$ cat src/rtl/accum_pkg.sv
// Shared types and width helpers for the read-and-accumulate sequencer.
package accum_pkg;

  typedef enum logic [1:0] {
    IDLE,
    WAIT,
    LOAD,
    DONE
  } state_t;

  // Wide enough for RD_LAT up to 15.
  localparam int unsigned LAT_CNT_W = 4;

  function automatic int unsigned clog2(input int unsigned v);
    int unsigned r;
    int unsigned p;
    r = 0;
    p = 1;
    while (p < v) begin
      p = p << 1;
      r++;
    end
    return r;
  endfunction

  function automatic int unsigned addr_width(input int unsigned n);
    return (clog2(n) < 1) ? 1 : clog2(n);
  endfunction

endpackage

$ cat src/rtl/accum_datapath.sv
// Accumulator and published-result registers for the sequencer.
module accum_datapath #(
  parameter int unsigned DATA_W = 16,
  parameter int unsigned SUM_W  = 18
) (
  input  logic              clk,
  input  logic              reset,
  input  logic              clear_i,
  input  logic              add_i,
  input  logic              commit_i,
  input  logic [DATA_W-1:0] data_i,
  output logic [SUM_W-1:0]  result_o
);

  logic [SUM_W-1:0] acc_q, acc_d;
  logic [SUM_W-1:0] result_q, result_d;
  logic [SUM_W-1:0] sum;

  assign sum = acc_q + SUM_W'(data_i);

  always_comb begin
    acc_d    = acc_q;
    result_d = result_q;
    if (clear_i) begin
      acc_d = '0;
    end else if (add_i) begin
      acc_d = sum;
    end
    // The final word is folded straight into the result, not read back from acc.
    if (commit_i) begin
      result_d = sum;
    end
  end

  always_ff @(posedge clk or posedge reset) begin
    if (reset) begin
      acc_q    <= '0;
      result_q <= '0;
    end else begin
      acc_q    <= acc_d;
      result_q <= result_d;
    end
  end

  assign result_o = result_q;

endmodule

$ cat src/rtl/accum_seq_ctrl.sv
// Read-and-accumulate sequencer: walks a latency-RD_LAT read port and sums NUM_WORDS words.
module accum_seq_ctrl
  import accum_pkg::*;
#(
  parameter  int unsigned NUM_WORDS = 4,
  parameter  int unsigned RD_LAT    = 1,
  parameter  int unsigned DATA_W    = 16,
  localparam int unsigned ADDR_W    = addr_width(NUM_WORDS),
  localparam int unsigned SUM_W     = DATA_W + clog2(NUM_WORDS)
) (
  input  logic              clk,
  input  logic              reset,
  input  logic              start,
  input  logic              abort,
  input  logic              continuous,
  input  logic [DATA_W-1:0] data_in,
  output logic [ADDR_W-1:0] address_r,
  output logic              load,
  output logic              busy,
  output logic              done,
  output logic [SUM_W-1:0]  result
);

  localparam state_t                  FIRST_ST  = (RD_LAT == 0) ? LOAD : WAIT;
  localparam logic [ADDR_W-1:0]       LAST_ADDR = ADDR_W'(NUM_WORDS - 1);
  localparam logic [LAT_CNT_W-1:0]    LAT_LAST  = LAT_CNT_W'((RD_LAT == 0) ? 0 : RD_LAT - 1);

  state_t                 state_q, state_d;
  logic [ADDR_W-1:0]      addr_q, addr_d;
  logic [LAT_CNT_W-1:0]   cnt_q, cnt_d;
  logic                   load_q, busy_q, done_q;
  logic                   clear, add, commit;

  always_comb begin
    state_d = state_q;
    addr_d  = addr_q;
    cnt_d   = cnt_q;
    clear   = 1'b0;
    add     = 1'b0;
    commit  = 1'b0;
    unique case (state_q)
      IDLE: begin
        addr_d = '0;
        if (start && !abort) begin
          clear   = 1'b1;
          cnt_d   = '0;
          state_d = FIRST_ST;
        end
      end
      WAIT: begin
        if (abort) begin
          addr_d  = '0;
          state_d = IDLE;
        end else if (cnt_q == LAT_LAST) begin
          cnt_d   = '0;
          state_d = LOAD;
        end else begin
          cnt_d = cnt_q + 1'b1;
        end
      end
      LOAD: begin
        // An aborted LOAD still shows load=1 (registered) but its word is dropped.
        if (abort) begin
          addr_d  = '0;
          state_d = IDLE;
        end else begin
          add = 1'b1;
          if (addr_q < LAST_ADDR) begin
            addr_d  = addr_q + 1'b1;
            cnt_d   = '0;
            state_d = FIRST_ST;
          end else begin
            commit  = 1'b1;
            addr_d  = '0;
            state_d = DONE;
          end
        end
      end
      DONE: begin
        addr_d = '0;
        if (continuous && !abort) begin
          clear   = 1'b1;
          cnt_d   = '0;
          state_d = FIRST_ST;
        end else begin
          state_d = IDLE;
        end
      end
      default: begin
        addr_d  = '0;
        state_d = IDLE;
      end
    endcase
  end

  // Outputs are registered from the next state so they align with the state they describe.
  always_ff @(posedge clk or posedge reset) begin
    if (reset) begin
      state_q <= IDLE;
      addr_q  <= '0;
      cnt_q   <= '0;
      load_q  <= 1'b0;
      busy_q  <= 1'b0;
      done_q  <= 1'b0;
    end else begin
      state_q <= state_d;
      addr_q  <= addr_d;
      cnt_q   <= cnt_d;
      load_q  <= (state_d == LOAD);
      busy_q  <= (state_d != IDLE);
      done_q  <= (state_d == DONE);
    end
  end

  accum_datapath #(
    .DATA_W (DATA_W),
    .SUM_W  (SUM_W)
  ) u_datapath (
    .clk      (clk),
    .reset    (reset),
    .clear_i  (clear),
    .add_i    (add),
    .commit_i (commit),
    .data_i   (data_in),
    .result_o (result)
  );

  assign address_r = addr_q;
  assign load      = load_q;
  assign busy      = busy_q;
  assign done      = done_q;

endmodule

$ cat config.mk
export PLATFORM = sky130hd
export DESIGN_NAME = accum_seq_ctrl
export DESIGN_NICKNAME = d
export VERILOG_FILES = /design/src/rtl/accum_pkg.sv /design/src/rtl/accum_datapath.sv /design/src/rtl/accum_seq_ctrl.sv
export SDC_FILE = /design/constraint.sdc
export NUM_CORES = 1
export LEC_CHECK = 0
export CORE_UTILIZATION = 25
export DETAILED_ROUTE_END_ITERATION = 16
export HOLD_SLACK_MARGIN = 0.02
export PLACE_DENSITY = 0.45
export RECOVER_POWER = 25
export SYNTH_ARGS = -nofsm -noshare
export SYNTH_HDL_FRONTEND = slang
export SYNTH_HIERARCHICAL = 1
export SYNTH_SLANG_ARGS = --single-unit
$ cat constraint.sdc
create_clock -name clk -period 2.8 [get_ports clk]
set_input_delay 0.84 -clock clk [delete_from_list [all_inputs] [get_ports clk]]
set_output_delay 0.84 -clock clk [all_outputs]
set_load 0.005 [all_outputs]
==> run summary, run 1 <==
Seq cells post-synth -> 47
Met1 Usage GRT -> 19.4%
Multi-input logic area -> 0.00190 mm^2
Final Total Pwr -> 3680 uW
Final Hold Viols -> 0
FFs w/ async S/R, synth -> 100%
GRT met2 Usage -> 22.2%
CTS tree -> built
Final min period -> 2710 ps
Status -> finished, final reports clean
Syn_area_per_cell -> 9.40 um^2
FF-to-FF End -> u_datapath/result_o[4]
Clock Sinks -> 47
Critical path type -> in -> reg
Post-synth cell types -> 63
Worst EP required -> 2970 ps
Setup crit end kind -> flop
Placement Cell Area -> 0.00414 mm^2
DPL Wire Length -> 6.34 mm
Routed vias -> 2821
Synthesis Warnings -> 6
Post-route clock period utilization -> 96.9%
Fillcell total -> 1300
Clock-pin slew on the worst setup and hold paths -> 60 ps
Max Freq -> 369 MHz
Gp weighted congestion -> 0.829
Pin count of the biggest net entering global routing -> 37
Netlist Area Pre-Place -> 0.00313 mm^2
Reg area -> 0.00118 mm^2
Residual DRC count -> 0
Maximum VDD drop -> 0.345 mV
Initial Util -> 25.9%
First-pass GRT wire length -> 14.4 mm
Drt wl/cell -> 14.2 um
Post-Synthesis Cells -> 333
Bufs on Longest Clock Path -> 2
Register area share after synthesis -> 37.6%
Syn nets -> 379
Relative max-transition margin -> 33.9%
Reg2Reg Depth -> 12
Fin nets -> 478
Max-cap viol count -> 0
Avg Vias per Cell -> 4.71
1st-pass router iterations -> 5
Final setup fails -> 0
Share of cells above drive strength 1 -> 23.9%
Die area -> 0.0130 mm^2
CTS Root Cell -> clkbuf_16
Initial antenna violation count -> 0
EDFF count, synth -> 0
Area grow syn2layout -> 40.1%
CTS buffer count -> 5
Initial DRC Count -> 94
Setup slack after layout -> 86.6 ps
Antenna Nets Post-Route -> 0
Pwr dens -> 840 mW/mm^2
Commonest non-fill, non-tap cell in the layout -> buf_4
Die width -> 114 um
Main synth FF type -> dfrtp_1
Final WL -> 8.50 mm
Count of input and output buffers -> 43
R2R setup slack -> 470 ps
Grt total ovfl -> 0
Finished Cell Area -> 0.00439 mm^2
Core ar. -> 0.0121 mm^2
End point of the critical path -> u_datapath/result_o[4]
Commonest non-fill, non-tap cells in the layout -> 62 x buf_4, 47 x dfrtp_1, 40 x clkdlybuf4s50_1
Layout Skew -> 4.35 ps
# diodes -> 0
Worst-Margin Slew -> 991 ps
H-Tree Depth -> 2
Hold_ws -> 499 ps
Ports -> 44
CP startpoint kind -> input pin
Crit. Startpoint -> data_in[0]
Die extent in y -> 114 um
Gr busiest metal -> met2
Pins Over Slew Limit -> 0
Num rows -> 40
Hold Path Class -> reg -> reg
Pre-CTS setup slack -> -508 ps
P_leak -> 0.00203 uW
Worst skew pair latency -> 290 ps
CP Max Fanout -> 2
Number of global-route vias before repair -> 2909
Reg-to-reg startpoint -> u_datapath/acc_q[0]
GRT Util Overall -> 14.0%
GR Layer Usage met3 -> 2.50%
Crit path DAT -> 2890 ps
-- timing repair --
item	in CTS	in global routing
endpoints found under the setup margin	9	15
setup buffers	7	0
resized for setup	6	9
pin swaps	9	5
hold endpoints to repair	0	0
cloned	0	0
hold buffers	0	0
-- state kept, by name (all words and copies together) (netlist names) --
register and flops:
load 1, u_datapath/acc_q 18, busy 1, u_datapath/result_o 18, state_q 2, done 1
cnt_q 4, address_r 2
-- final cells by class --
cell class,instances,share of cell area [%]
Clock buffer,5,2.85
Clock inverter,1,0.171
Inverter,19,1.63
Multi-Input combinational cell,253,43.2
Sequential cell,47,26.8
Tap cell,168,4.79
Timing Repair Buffer,106,20.6
-- worst min-delay path by stage --
| stage | endpoint | startpoint | slack [ps] | cells after the start |
|---|---|---|---|---|
| finish | u_datapath/result_o[11] | u_datapath/result_o[11] | 500 | 2 |
| floorplan | cnt_q[3] | cnt_q[3] | 460 | 1 |
| global route | u_datapath/result_o[1] | u_datapath/result_o[1] | 530 | 1 |
| global placement | u_datapath/result_o[0] | u_datapath/result_o[0] | 490 | 1 |
| detailed placement | u_datapath/result_o[0] | u_datapath/result_o[0] | 490 | 1 |
| CTS | u_datapath/result_o[0] | u_datapath/result_o[0] | 510 | 1 |
-- layer usage --
metal / routed length (um) / vias to the layer above
met3: 278 / 4
li1: - / 1407
met5: 0 / -
met1: 4250 / 1371
met4: 65 / 0
met2: 3900 / 39
-- kinds of logic (layout without fill, tap and decap cells) --
family,Yosys count,count (layout),share of synthesized area (%)
DFF,47,47,37.6
xor gates and xnor gates,9,9,2.52
muxes,18,18,6.15
AOI/OAI and AO/OA,85,85,19.5
and+or+nand+nor,116,116,19.7
buffers and inverters,33,131,4.35
adders and majority gates,25,25,10.2
-- power by group --
| part | switching [uW] | internal [uW] | total, uW |
|---|---|---|---|
| Sequential | 110 | 834 | 945 |
| Combinational | 1090 | 1070 | 2170 |
| Clock | 252 | 321 | 573 |
-- cells in the mapped netlist (all sizes together) (3+ instances only) --
cell     n  share of area [%]
a211oi   4               0.96
a21o     8                1.9
a21oi   26                4.5
a22oi    4               0.96
a31o     3               0.84
and2     4               0.80
and3     3               0.60
buf      7                1.2
clkbuf   7               0.84
dfrtp   47                 38
ha      24                9.6
inv     18                2.2
mux2    10                3.6
mux2i    8                2.6
nand2   27                3.3
nand2b   9                1.8
nand3    7                1.1
nand3b   4               0.96
nand4    6                1.2
nor2    24                2.9
nor2b    6                1.2
nor3     8                1.4
nor3b    4               0.96
nor4b    3               0.84
o211ai   3               0.72
o21a     3               0.72
o21ai   12                2.0
o41ai    3                1.4
or3      4               0.80
xnor2    4                1.1
xor2     5                1.4
-- metrics by stage --
| stage | instances | utilization [%] | TNS, ps |
|---|---|---|---|
| floorplan | 333 | - | 0 |
| CTS | 599 | 35.8 | 0 |
| detailed placement | 586 | 34.2 | -6110 |
| global route | 599 | 36.2 | -11.8 |
| finish | 599 | 36.2 | 0 |
| global placement | 586 | 34.2 | -5610 |
-- worst max-delay path: stages --
cell and delay (ps):
dlygate4sd2_1 230, ha_2 180, fa_2 370, a21oi_4 150
buf_4 120, buf_4 90, buf_4 90, buf_4 90
buf_4 90, and2b_1 160, nor2_1 100, xnor2_1 100
mux2_2 270
(Power assumes the default switching activity.)
==> inputs of run 2 (changes only) <==
--- a/constraint.sdc
+++ b/constraint.sdc
@@ -3,2 +3,2 @@
 set_output_delay 0.84 -clock clk [all_outputs]
-set_load 0.005 [all_outputs]
+set_load 0.05 [all_outputs]
==> results of run 2 <==
Same layout as run 1 (identical final DEF). Status: finished, final reports clean.
Main changes from that run: total power 3680 uW -> 3800 uW; worst IR drop on VDD 0.345 mV -> 0.378 mV
==> inputs of run 3 (changes only) <==
- SYNTH_HIERARCHICAL: 1 -> unset
==> run 3 against run 2 <==
Area after synthesis is 7.8% lower. Flip-flop and latch count stayed put. Utilization is 0.88 points lower. Synthesized cell count is 2.1% lower. Worst setup slack better by 24 ps. Via count is 12% lower. Power is 15% lower. Global-route usage is 1.1 points lower. Clock power is 3% higher. Worst hold slack worse by 27 ps. Die area is 7.7% lower. Clock-buffer cell count stayed put.
==> run summary, run 3 <==
Main synth FF type -> dfrtp_1
Die area -> 0.0120 mm^2 (-7.7%)
Synth area leader -> dfrtp_1
Hold Path Class -> reg -> reg
P_leak -> 0.00174 uW (-14%)
Post-route clock period utilization -> 96.0% (-0.87 points)
Comb pwr share -> 54.1%
Switching power -> 1310 uW
Max-cap viol count -> 0 (unchanged)
Post-synth cell types -> 50 (-21%)
Antenna Nets Post-Route -> 0 (unchanged)
Avg Vias per Cell -> 4.59 (-2.5%)
First-pass GRT wire length -> 11.9 mm (-17%)
Final min period -> 2690 ps (-24.5 ps)
Die extent in y -> 109 um (-3.9%)
Maximum VDD drop -> 0.439 mV
Top post-synthesis cells by count -> 53 x nand2_1, 47 x dfrtp_1, 33 x o21ai_0
Multi-input logic area -> 0.00163 mm^2 (-14%)
Netlist Area Pre-Place -> 0.00289 mm^2 (-7.8%)
Synth area leaders -> dfrtp_1 41%, ha_1 10%, nand2_1 6.9%
Share of cells above drive strength 1 -> 15.7% (-8.2 points)
CTS buffer count -> 5 (unchanged)
Hold_ws -> 472 ps (-27.3 ps)
Final setup fails -> 0 (unchanged)
Count of input and output buffers -> 43 (unchanged)
Initial Util -> 26.2% (+0.32 points)
H-Tree Depth -> 2 (unchanged)
CP startpoint kind -> input pin
Non-Filler Instances -> 541 (-9.7%)
Pins Over Slew Limit -> 0 (unchanged)
Sw Share -> 40.6%
Commonest non-fill, non-tap cell in the layout -> nand2_1
Initial DRC Count -> 107 (+14%)
Pwr dens -> 826 mW/mm^2
Gr busiest metal -> met2
Num rows -> 38 (-5.0%)
Status -> finished, final reports clean
Worst EP required -> 2990 ps (+20 ps)
Seq cells post-synth -> 47 (unchanged)
GRT Util Overall -> 12.8% (-1.1 points)
Core ar. -> 0.0110 mm^2 (-8.9%)
Clock group share of total power -> 18.3%
Syn nets -> 372 (-1.8%)
Drt wl/cell -> 13.6 um (-4.4%)
Top-count cell post-synth -> nand2_1
RSZ-0062 raised after global routing -> yes
Final Hold Viols -> 0 (unchanged)
Clock-pin slew on the worst setup and hold paths -> 70 ps (about the same)
Ports -> 44 (unchanged)
Hold-fix buffers, CTS -> 0 (unchanged)
# diodes -> 0 (unchanged)
GR Layer Usage met3 -> 2.79% (+0.29 points)
Sequential power share -> 27.6%
Area grow syn2layout -> 35.0%
Synthesis Warnings -> 0 (-6)
CP Max Fanout -> 3 (+1)
CTS tree -> built
Pin count of the biggest net entering global routing -> 27 (-27%)
FFs w/ async S/R, synth -> 100% (unchanged)
Routed vias -> 2483 (-12%)
1st-pass router iterations -> 4 (-1)
Critical path type -> in -> reg
Clock Sinks -> 47 (unchanged)
Dpl cells -> 533 (-9.0%)
Relative max-transition margin -> 41.5% (+7.6 points)
Setup crit end kind -> flop
Initial antenna violation count -> 0 (unchanged)
P_int -> 1910 uW
Residual DRC count -> 0 (unchanged)
Final WL -> 7.34 mm (-14%)
CTS Root Cell -> clkbuf_16
Fillcell total -> 1167 (-10%)
DPL Wire Length -> 5.61 mm (-12%)
Crit path DAT -> 2880 ps (about the same)
Commonest non-fill, non-tap cells in the layout -> 53 x nand2_1, 47 x dfrtp_1, 42 x clkdlybuf4s50_1
Grt total ovfl -> 0 (unchanged)
Fin nets -> 446 (-6.7%)
Util after Layout -> 35.3% (-0.88 points)
EDFF count, synth -> 0 (unchanged)
Worst-Margin Slew -> 876 ps (-115 ps)
Layout Skew -> 8.92 ps (+4.57 ps)
Post-synth top area share -> 40.7% (+3.2 points)
Met1 Usage GRT -> 16.5% (-2.9 points)
Die width -> 109 um (-3.9%)
Syn_area_per_cell -> 8.86 um^2 (-5.8%)
Final Total Pwr -> 3220 uW
Reg area -> 0.00118 mm^2 (unchanged)
Bufs on Longest Clock Path -> 2 (unchanged)
Post-Synthesis Cells -> 326 (-2.1%)
Register area share after synthesis -> 40.7% (+3.2 points)
Number of global-route vias before repair -> 2464 (-15%)
Max Freq -> 372 MHz (+0.91%)
Gp weighted congestion -> 0.757 (-8.8%)
Worst skew pair latency -> 290 ps (about the same)
GRT met2 Usage -> 21.9% (-0.26 points)
[run 3: timing repair]
item | 4_1_cts | 5_1_grt
resized for setup | 8 | 7
buffers inserted | 0 | 0
setup endpoints to repair | 6 | 15
pin swaps | 4 | 5
[run 3: final cells by class]
class,instances,area share (%)
Sequential cell,47,30.2
Inverter,15,1.44
Multi-Input combinational cell,251,41.9
Clock inverter,3,0.385
Clock buffer,5,3.21
Timing Repair Buffer,80,18.4
Tap cell,140,4.49
[run 3: routing by layer]
layer	vias to the layer above	wire length (um)
li1	1290	-
met1	1154	3510
met2	34	3510
met3	5	277
met4	0	38
met5	-	0
[run 3: power by group through the flow]
stage	sequential [uW]	clock (uW)	combinational, uW
after floorplan	981	0	1030
after global placement	901	0	1700
after detailed placement	901	0	1710
after CTS	890	606	1740
after global routing	906	631	1950
final	889	589	1740
[run 3: worst paths after layout]
path                                     start                   end  slack [ps]  depth (start not counted)
setup / recovery                    data_in[1]  u_datapath.acc_q[13]         110                          9
hold / removal                        cnt_q[3]              cnt_q[3]         470                          1
setup reg to reg           u_datapath.acc_q[2]  u_datapath.acc_q[15]         780                          7
hold reg to reg                       cnt_q[3]              cnt_q[3]         470                          1
max in group asynchronous                reset  u_datapath.acc_q[16]         450                          3
min in group asynchronous                reset          address_r[1]        1170                          2
[run 3: stage by stage]
stage	setup TNS, ps	area, um^2	worst slack, ps
6_report	0	3900	111
5_1_grt	-36.0	3900	-14.6
4_1_cts	0	3890	27.2
3_5_place_dp	-6120	3720	-486
3_3_place_gp	-5970	3720	-440
2_1_floorplan	0	2890	220
[run 3: worst max-delay path, stage by stage]
cell and delay [ps]:
clkdlybuf4s50_1 410, buf_4 140, ha_1 320, a211oi_2 280, o21ai_2 120, a22oi_1 220
nand2b_1 130, xnor2_1 170, a211oi_1 250
[run 3: cells by family (layout without fill, tap and decap cells)]
| kind of cell | after synthesis | after routing | synth area share (%) |
|---|---|---|---|
| adders and majority gates | 25 | 25 | 11.1 |
| AOI/OAI and AO/OA | 100 | 100 | 21.3 |
| and+or+nand+nor | 109 | 109 | 17.2 |
| muxes | 2 | 2 | 0.737 |
| DFF | 47 | 47 | 40.7 |
| buffers and inverters | 28 | 103 | 4.46 |
| xor gates and xnor gates | 15 | 15 | 4.55 |
